File: src/rtl/rd_scoreboard_pkg.sv
// Shared types for the destination-register scoreboard: sizing constants,
// the unit/priority encoding and the per-register entry layout.
package rd_scoreboard_pkg;

   localparam int SB_NUM_REGS = 32;
   localparam int SB_CNT_W    = 4;
   localparam int SB_UNIT_W   = 4;
   localparam int SB_IDX_W    = $clog2(SB_NUM_REGS);

   typedef enum logic [SB_UNIT_W-1:0] {
      P_DEFAULT  = 4'd0,
      P_FSQRT    = 4'd1,
      P_DIV      = 4'd2,
      P_FDIV     = 4'd3,
      P_R4       = 4'd4,
      P_FMUL     = 4'd5,
      P_FADD_SUB = 4'd6,
      P_MUL      = 4'd7
   } priority_t;

   typedef struct packed {
      logic      busy;
      priority_t owner;
   } sb_entry_t;

endpackage

File: src/rtl/rd_scoreboard_bank.sv
// One register file's worth of scoreboard entries with a set port, a clear
// port and four combinational lookup ports; set wins over clear.
module sb_bank
   import rd_scoreboard_pkg::*;
#(
   parameter int NUM_REGS = SB_NUM_REGS
) (
   input  logic                                   clk,
   input  logic                                   reset,
   input  logic                                   set_en,
   input  logic [$clog2(NUM_REGS)-1:0]            set_idx,
   input  priority_t                              set_owner,
   input  logic                                   clr_en,
   input  logic [$clog2(NUM_REGS)-1:0]            clr_idx,
   input  logic [3:0][$clog2(NUM_REGS)-1:0]       lookup_idx,
   output sb_entry_t [3:0]                        lookup_entry,
   output logic [NUM_REGS-1:0]                    busy
);

   sb_entry_t entries [NUM_REGS];

   // The set is applied after the clear so a same-register collision keeps the new owner.
   always_ff @(posedge clk) begin
      if (reset) begin
         for (int i = 0; i < NUM_REGS; i++) begin
            entries[i] <= '{busy: 1'b0, owner: P_DEFAULT};
         end
      end else begin
         if (clr_en) begin
            entries[clr_idx].busy <= 1'b0;
         end
         if (set_en) begin
            entries[set_idx] <= '{busy: 1'b1, owner: set_owner};
         end
      end
   end

   always_comb begin
      busy = '0;
      for (int i = 0; i < NUM_REGS; i++) begin
         busy[i] = entries[i].busy;
      end
      for (int k = 0; k < 4; k++) begin
         lookup_entry[k] = entries[lookup_idx[k]];
      end
   end

endmodule

File: src/rtl/rd_scoreboard.sv
// Destination-register scoreboard: tracks in-flight writers for the int and
// FP files and flags RAW/WAW hazards for the instruction sitting in ID.
module rd_scoreboard
   import rd_scoreboard_pkg::*;
#(
   parameter int NUM_REGS = SB_NUM_REGS,
   parameter int UNIT_W   = SB_UNIT_W,
   parameter int CNT_W    = SB_CNT_W
) (
   input  logic                          clk,
   input  logic                          reset,
   input  logic                          issue_valid,
   input  logic [$clog2(NUM_REGS)-1:0]   issue_rd,
   input  logic                          issue_rd_fp,
   input  logic [UNIT_W-1:0]             issue_unit,
   input  logic                          issue_cancel,
   input  logic [$clog2(NUM_REGS)-1:0]   id_rs1,
   input  logic [$clog2(NUM_REGS)-1:0]   id_rs2,
   input  logic [$clog2(NUM_REGS)-1:0]   id_rs3,
   input  logic                          id_rs1_fp,
   input  logic                          id_rs2_fp,
   input  logic                          id_rs3_fp,
   input  logic [2:0]                    id_rs_use,
   input  logic [$clog2(NUM_REGS)-1:0]   id_rd,
   input  logic                          id_rd_fp,
   input  logic                          id_rd_use,
   input  logic                          wb_valid,
   input  logic [$clog2(NUM_REGS)-1:0]   wb_rd,
   input  logic                          wb_rd_fp,
   input  logic [UNIT_W-1:0]             wb_unit,
   output logic                          rd_busy,
   output logic [NUM_REGS-1:0]           busy_int,
   output logic [NUM_REGS-1:0]           busy_fp,
   output logic [CNT_W-1:0]              inflight,
   output logic                          sb_idle,
   output logic                          sb_err
);

   localparam int IDX_W = $clog2(NUM_REGS);

   sb_entry_t [3:0]          int_lookup;
   sb_entry_t [3:0]          fp_lookup;
   sb_entry_t                wb_entry;
   logic [2:0][IDX_W-1:0]    src_idx;
   logic [2:0]               src_fp;
   logic [2:0]               src_busy;
   logic                     eff_issue, wb_x0, wb_match, clr_ok, wb_err;
   logic                     issue_busy, same_reg, issue_err, inc, dec, sat;
   logic                     raw, waw, id_rd_busy;
   logic [CNT_W-1:0]         cnt_q;
   logic                     err_q;

   sb_bank #(.NUM_REGS(NUM_REGS)) u_int_bank (
      .clk          (clk),
      .reset        (reset),
      .set_en       (eff_issue & ~issue_rd_fp),
      .set_idx      (issue_rd),
      .set_owner    (priority_t'(issue_unit)),
      .clr_en       (clr_ok & ~wb_rd_fp),
      .clr_idx      (wb_rd),
      .lookup_idx   ({wb_rd, id_rs3, id_rs2, id_rs1}),
      .lookup_entry (int_lookup),
      .busy         (busy_int)
   );

   sb_bank #(.NUM_REGS(NUM_REGS)) u_fp_bank (
      .clk          (clk),
      .reset        (reset),
      .set_en       (eff_issue & issue_rd_fp),
      .set_idx      (issue_rd),
      .set_owner    (priority_t'(issue_unit)),
      .clr_en       (clr_ok & wb_rd_fp),
      .clr_idx      (wb_rd),
      .lookup_idx   ({wb_rd, id_rs3, id_rs2, id_rs1}),
      .lookup_entry (fp_lookup),
      .busy         (busy_fp)
   );

   // An issue onto a register that is being retired this very cycle is a legal owner hand-over.
   always_comb begin
      eff_issue  = issue_valid & ~issue_cancel & ~((issue_rd == '0) & ~issue_rd_fp);
      wb_x0      = (wb_rd == '0) & ~wb_rd_fp;
      wb_entry   = wb_rd_fp ? fp_lookup[3] : int_lookup[3];
      wb_match   = wb_entry.busy & (wb_entry.owner == priority_t'(wb_unit));
      clr_ok     = wb_valid & ~wb_x0 & wb_match;
      wb_err     = wb_valid & ~wb_x0 & ~wb_match;
      issue_busy = issue_rd_fp ? busy_fp[issue_rd] : busy_int[issue_rd];
      same_reg   = (wb_rd == issue_rd) & (wb_rd_fp == issue_rd_fp);
      issue_err  = eff_issue & issue_busy & ~(clr_ok & same_reg);
      inc        = eff_issue & ~issue_err;
      dec        = clr_ok;
      sat        = inc & ~dec & (cnt_q == '1);
   end

   always_comb begin
      src_idx  = {id_rs3, id_rs2, id_rs1};
      src_fp   = {id_rs3_fp, id_rs2_fp, id_rs1_fp};
      src_busy = '0;
      for (int k = 0; k < 3; k++) begin
         src_busy[k] = (src_fp[k] ? fp_lookup[k].busy : int_lookup[k].busy)
                       & ~((src_idx[k] == '0) & ~src_fp[k]);
      end
      raw        = |(id_rs_use & src_busy);
      id_rd_busy = id_rd_fp ? busy_fp[id_rd] : busy_int[id_rd];
      waw        = id_rd_use & id_rd_busy & ~((id_rd == '0) & ~id_rd_fp);
   end

   always_ff @(posedge clk) begin
      if (reset) begin
         cnt_q <= '0;
         err_q <= 1'b0;
      end else begin
         err_q <= err_q | wb_err | issue_err | sat;
         if (inc && !dec && !sat) begin
            cnt_q <= cnt_q + 1'b1;
         end else if (dec && !inc && (cnt_q != '0)) begin
            cnt_q <= cnt_q - 1'b1;
         end
      end
   end

   assign rd_busy  = raw | waw;
   assign inflight = cnt_q;
   assign sb_idle  = (cnt_q == '0);
   assign sb_err   = err_q;

endmodule

File: config.mk
export PLATFORM = sky130hd
export DESIGN_NAME = rd_scoreboard
export DESIGN_NICKNAME = d
export VERILOG_FILES = /design/src/rtl/rd_scoreboard_pkg.sv /design/src/rtl/rd_scoreboard_bank.sv /design/src/rtl/rd_scoreboard.sv
export SDC_FILE = /design/constraint.sdc
export NUM_CORES = 1
export LEC_CHECK = 0
export ABC_AREA = 1
export BUFFER_PORTS_ARGS = -buffer_cell sky130_fd_sc_hd__buf_4
export CORE_MARGIN = 2
export CORE_UTILIZATION = 49
export CTS_CLUSTER_SIZE = 24
export DETAILED_ROUTE_END_ITERATION = 8
export GPL_ROUTABILITY_DRIVEN = 0
export PLACE_DENSITY = 0.66
export SLEW_MARGIN = 0
export SYNTH_ARGS = -nofsm -noshare
export SYNTH_HDL_FRONTEND = slang
export SYNTH_HIERARCHICAL = 1
export SYNTH_SLANG_ARGS = --single-unit
File: constraint.sdc
create_clock -name clk -period 3.9 [get_ports clk]
set_input_delay 0.78 -clock clk [delete_from_list [all_inputs] [get_ports clk]]
set_output_delay 0.78 -clock clk [all_outputs]
set_load 0.05 [all_outputs]
Word-level counts from Yosys, hierarchy flattened
Memories as Yosys holds them, arrays and structs flattened.
Cells that the tools add are included.
{ "totals": {"out_inout_bits": 71, "register_bits": 5, "ram_bits": 320, "inputBits": 53, "memories": 2} }
{ "op_classes": {"mux": 42, "order_cmp": 2, "addsub": 2, "eq_ne": 4, "bitwise": 50, "reduce_logical": 21} }
{ "mem_list": {"columns": ["name", "words", "word_bits", "rd", "rd_clocked_by_memory_dff", "wr", "line_no", "text"], "rows": [
  ["u_fp_bank.entries", 32, 5, 36, 0, 32, "rd_scoreboard_bank.sv:20", "sb_entry_t entries [NUM_REGS];"],
  ["u_int_bank.entries", 32, 5, 36, 0, 32, "rd_scoreboard_bank.sv:20", null]
]} }
{ "ops": {"columns": ["operator", "n"], "rows": [
  ["$mux W5", 9],
  ["$logic_not A5 Y1", 6],
  ["$and A1 B1 Y1", 28],
  ["$mux W1", 25],
  ["$bmux W1 S5", 4],
  ["$reduce_or A5 Y1", 4],
  ["$not A1 Y1", 17],
  ["$lt A5 B6 Y1 const B", 2],
  ["$mux W4", 2],
  ["$eq A5 B5 Y1", 1],
  ["$add A4 B1 Y4 const B", 1],
  ["$eq A4 B4 Y1", 1],
  ["$eq A4 B4 Y1 const B", 1],
  ["$logic_and A1 B1 Y1", 4],
  ["$logic_not A4 Y1", 1],
  ["$mux W2", 2],
  ["$or A1 B1 Y1", 4],
  ["$reduce_bool A4 Y1", 1],
  ["$sub A4 B1 Y4 const B", 1],
  ["$and A3 B3 Y3", 1],
  ["$logic_not A1 Y1", 3],
  ["$reduce_or A3 Y1", 1],
  ["$reduce_bool A2 Y1", 1],
  ["$eq A1 B1 Y1", 1]
]} }

Longest topological paths before layout
{ "depth": {"word_depth": 15, "ltp_mapped": 32, "mapped_depth_nobuf": 30} }

Cells and area by module
Netlist, hierarchy kept.
{ "by_module_without_submodules": {"columns": ["mod", "n_inst", "seq_area_each_um2", "area_each_um2", "cells_each"], "rows": [
  ["sb_bank", 2, 4484.3, 12689.7, 2067],
  ["rd_scoreboard", 1, 100.1, 2139.6, 425]
]} }

Least setup slack after synthesis
Ideal clock, no wire load.
{ "synth_timing": {"path_kind": "input -> register", "start": "in wb_rd[0]", "end": "reg cnt_q[3] (netlist: inflight[3])", "path_slack_ns": 0.331, "t_required_ns": 3.783, "setup_ns": 0.117, "arrival_ns": 3.452, "path_stages": 31, "cell_sequence": "buf_2 inv_2 buf_4 nand2_1 nand3_1 nand3_1 nand2_1 nand2_1 nand2_1 nand2_1 nand2_1 or2_1 o21ai_1 nand2_1 nand2_1 inv_1 nand3_1 nor2_2 inv_2 nand4_1 inv_2 nand2_4 ha_1 nand2_1 nor2_1 a211oi_1 nand3_1 nand2_2 nand3_1 nand2_1 nor2_1"} }
{ "synth_lines": {"columns": ["element", "line_no", "text"], "rows": [
  ["start: declaration", "rd_scoreboard.sv:28", "input logic [$clog2(NUM_REGS)-1:0] wb_rd,"],
  ["end signal: assignment", "rd_scoreboard.sv:115", "cnt_q <= cnt_q + 1'b1;"],
  ["end signal: assignment", "rd_scoreboard.sv:117", "cnt_q <= cnt_q - 1'b1;"],
  ["end: declaration", "rd_scoreboard.sv:50", "logic [CNT_W-1:0] cnt_q;"]
]} }

==> flow_metrics.env <==
export IMPL_syn_to_final_growth_pct=7.27
export IMPL_finalCritPeriodShare=0.900
export IMPL_worstMarginPinSlew_ns=0.806
export IMPL_p_comb_frac=0.130
export IMPL_dr_first_iter_drc_count=2656
export IMPL_post_drt_wl_per_cell_microns=19.6
export IMPL_path_cells="buf_4 -> inv_2 -> nand2_1 -> nand3_1 -> nand3_1 -> nand2_1 -> nand2_1 -> nand2_1 -> nand2_1 -> nand2_1 -> mux2_2 -> o311ai_0 -> nand4_1 -> buf_4"
export IMPL_tritoncts="built"
export IMPL_setup_slack_ns=0.390
export IMPL_crit_path_end_kind="primary output"
export IMPL_dp_hpwl_microns=45000
export IMPL_io_pins=124
export IMPL_slowest_stage="buf_4"
export IMPL_final_min_clock_period_ns=3.51
export IMPL_cts_buffer_depth=3
export IMPL_pwr_share_clk=0.391
export IMPL_viasPerCell=5.78
export IMPL_grt_remaining_overflow=0
export IMPL_setup_viol=0
export IMPL_critPathKind="in2out"
export IMPL_slowest_delay_ns=0.33
export IMPL_maxSlewViolCount=0
export IMPL_swShare=0.262
export IMPL_clkSinkCount=325
export IMPL_rsz0062_at_grt="no"
export IMPL_drive_gt1_frac=0.112
export IMPL_dr_pass1_iters=9
export IMPL_wl_microns=65600
export IMPL_htreeDepth=2
export IMPL_nets=2847
export IMPL_final_common_cell="nand2_1"
export IMPL_mostFrequentLayoutCells="nand2_1, nand3_1, nor2_1"
export IMPL_power_frac_seq=0.479
export IMPL_fillCellCount=3941
export IMPL_clk_latency_ns=0.53
export IMPL_p_per_area_nw_per_um2=372
export IMPL_drc=0
export IMPL_clkSlewWorstSetupHoldPaths_ns=0.06
export IMPL_preCtsSetupSlack_ns=-0.0829
export IMPL_yosys_warnings=6
export IMPL_status="finished, final reports clean"
export IMPL_diodes=0
export IMPL_fmax_ghz=0.285
export IMPL_critPathBufInv=3
export IMPL_p_switching_w=0.00215
export IMPL_cp_top_family="simple AND/OR/NAND/NOR gates"
export IMPL_multi_input_area_sq_um=8900
export IMPL_hold_viol_final=0
export IMPL_die_h_microns=209
export IMPL_netlist_area_sq_um=20600
export IMPL_io_buffers=123
export IMPL_whs_ns=0.522
export IMPL_numCtsBuffers=36
export IMPL_max_slew_margin=0.462
export IMPL_internal_power_w=0.00606
export IMPL_grt_max_degree=81
export IMPL_die_area_sq_um=43600
export IMPL_critPathLaunchType="input pin"
export IMPL_netlist_instances=2901
export IMPL_initial_core_util=0.494
export IMPL_p_leak_nw=9.65
export IMPL_grtUsageTotal=0.295
export IMPL_critPathRequiredTime_ns=3.12
export IMPL_vias=19400
export IMPL_core_sq_um=41700
export IMPL_synth_area_per_cell_sq_um=7.09
export IMPL_ir_drop_v=0.000231
export IMPL_synth_nets=2957
export IMPL_arrival_ns=2.73
export IMPL_root_buffer="clkbuf_16"
export IMPL_grt_pass1_vias=17900
export IMPL_drtAntennaViolNets=0
export IMPL_hold_class="in2reg"
export IMPL_path_common_cell="nand2_1"
export IMPL_seqCellArea_sq_um=9070
export IMPL_dieWidth_microns=209
export IMPL_fin_skew_ns=0.0156
export IMPL_path_max_fanout=35
export IMPL_cap_violations=0
export IMPL_grt_pass1_wl_microns=101000
export IMPL_rows=75
export IMPL_ctsHoldBuffers=0
export IMPL_antenna_found_initial=3
path summary, 6_finish.rpt:
check | start | endpoint | slack (ns) | cells past startpoint
setup / recovery | id_rs1[0] | rd_busy | 0.39 | 14
hold / removal | reset | sb_err | 0.52 | 2
setup reg to reg | u_fp_bank/entries[5][4] | inflight[3] | 0.77 | 25
hold reg to reg | inflight[2] | inflight[2] | 0.59 | 2
timing repair:
item	4_1_cts	5_1_grt
endpoints found under the hold margin	0	0
gates resized for setup	0	1
setup endpoints to repair	0	1
setup buffers	0	0
power groups by stage:
stage / clock network, W / logic (W) / registers, W
final: 0.00321 / 0.00107 / 0.00393
after CTS: 0.00325 / 0.00105 / 0.00393
after detailed placement: 0 / 0.00104 / 0.00400
after floorplan: 0 / 0.000765 / 0.00399
after global placement: 0 / 0.00102 / 0.00400
after global routing: 0.00338 / 0.00116 / 0.00394
through the flow:
stage	instances	setup TNS (ns)	instance area, sq um	total power (W)	utilization
2_1_floorplan	2901	0	20600	0.00476	-
3_3_place_gp	3292	-0.0354	21000	0.00502	0.503
3_5_place_dp	3292	-0.0829	21000	0.00504	0.503
4_1_cts	3353	0	22100	0.00823	0.530
5_1_grt	3353	0	22100	0.00849	0.530
6_report	3353	0	22100	0.00821	0.530
metal layers:
metal	share of wire	global-route usage
met5	0.00059	0
met3	0.12	0.0555
met2	0.43	0.447
met1	0.41	0.421
met4	0.035	0.112
layout make-up:
type                    instances  area share
multi-input cells            2066       0.403
clock buffers                  47      0.0455
well taps                     539      0.0306
clock inverters                14     0.00414
repair buffers                221      0.0814
flip-flops and latches        325       0.411
inverters                     141      0.0242
registers in the layout, summed over array words and instances, names as in the netlist:
signal              flops
inflight                4
sb_err                  1
u_fp_bank/entries     160
u_int_bank/entries    160
(Power assumes the default switching activity.)
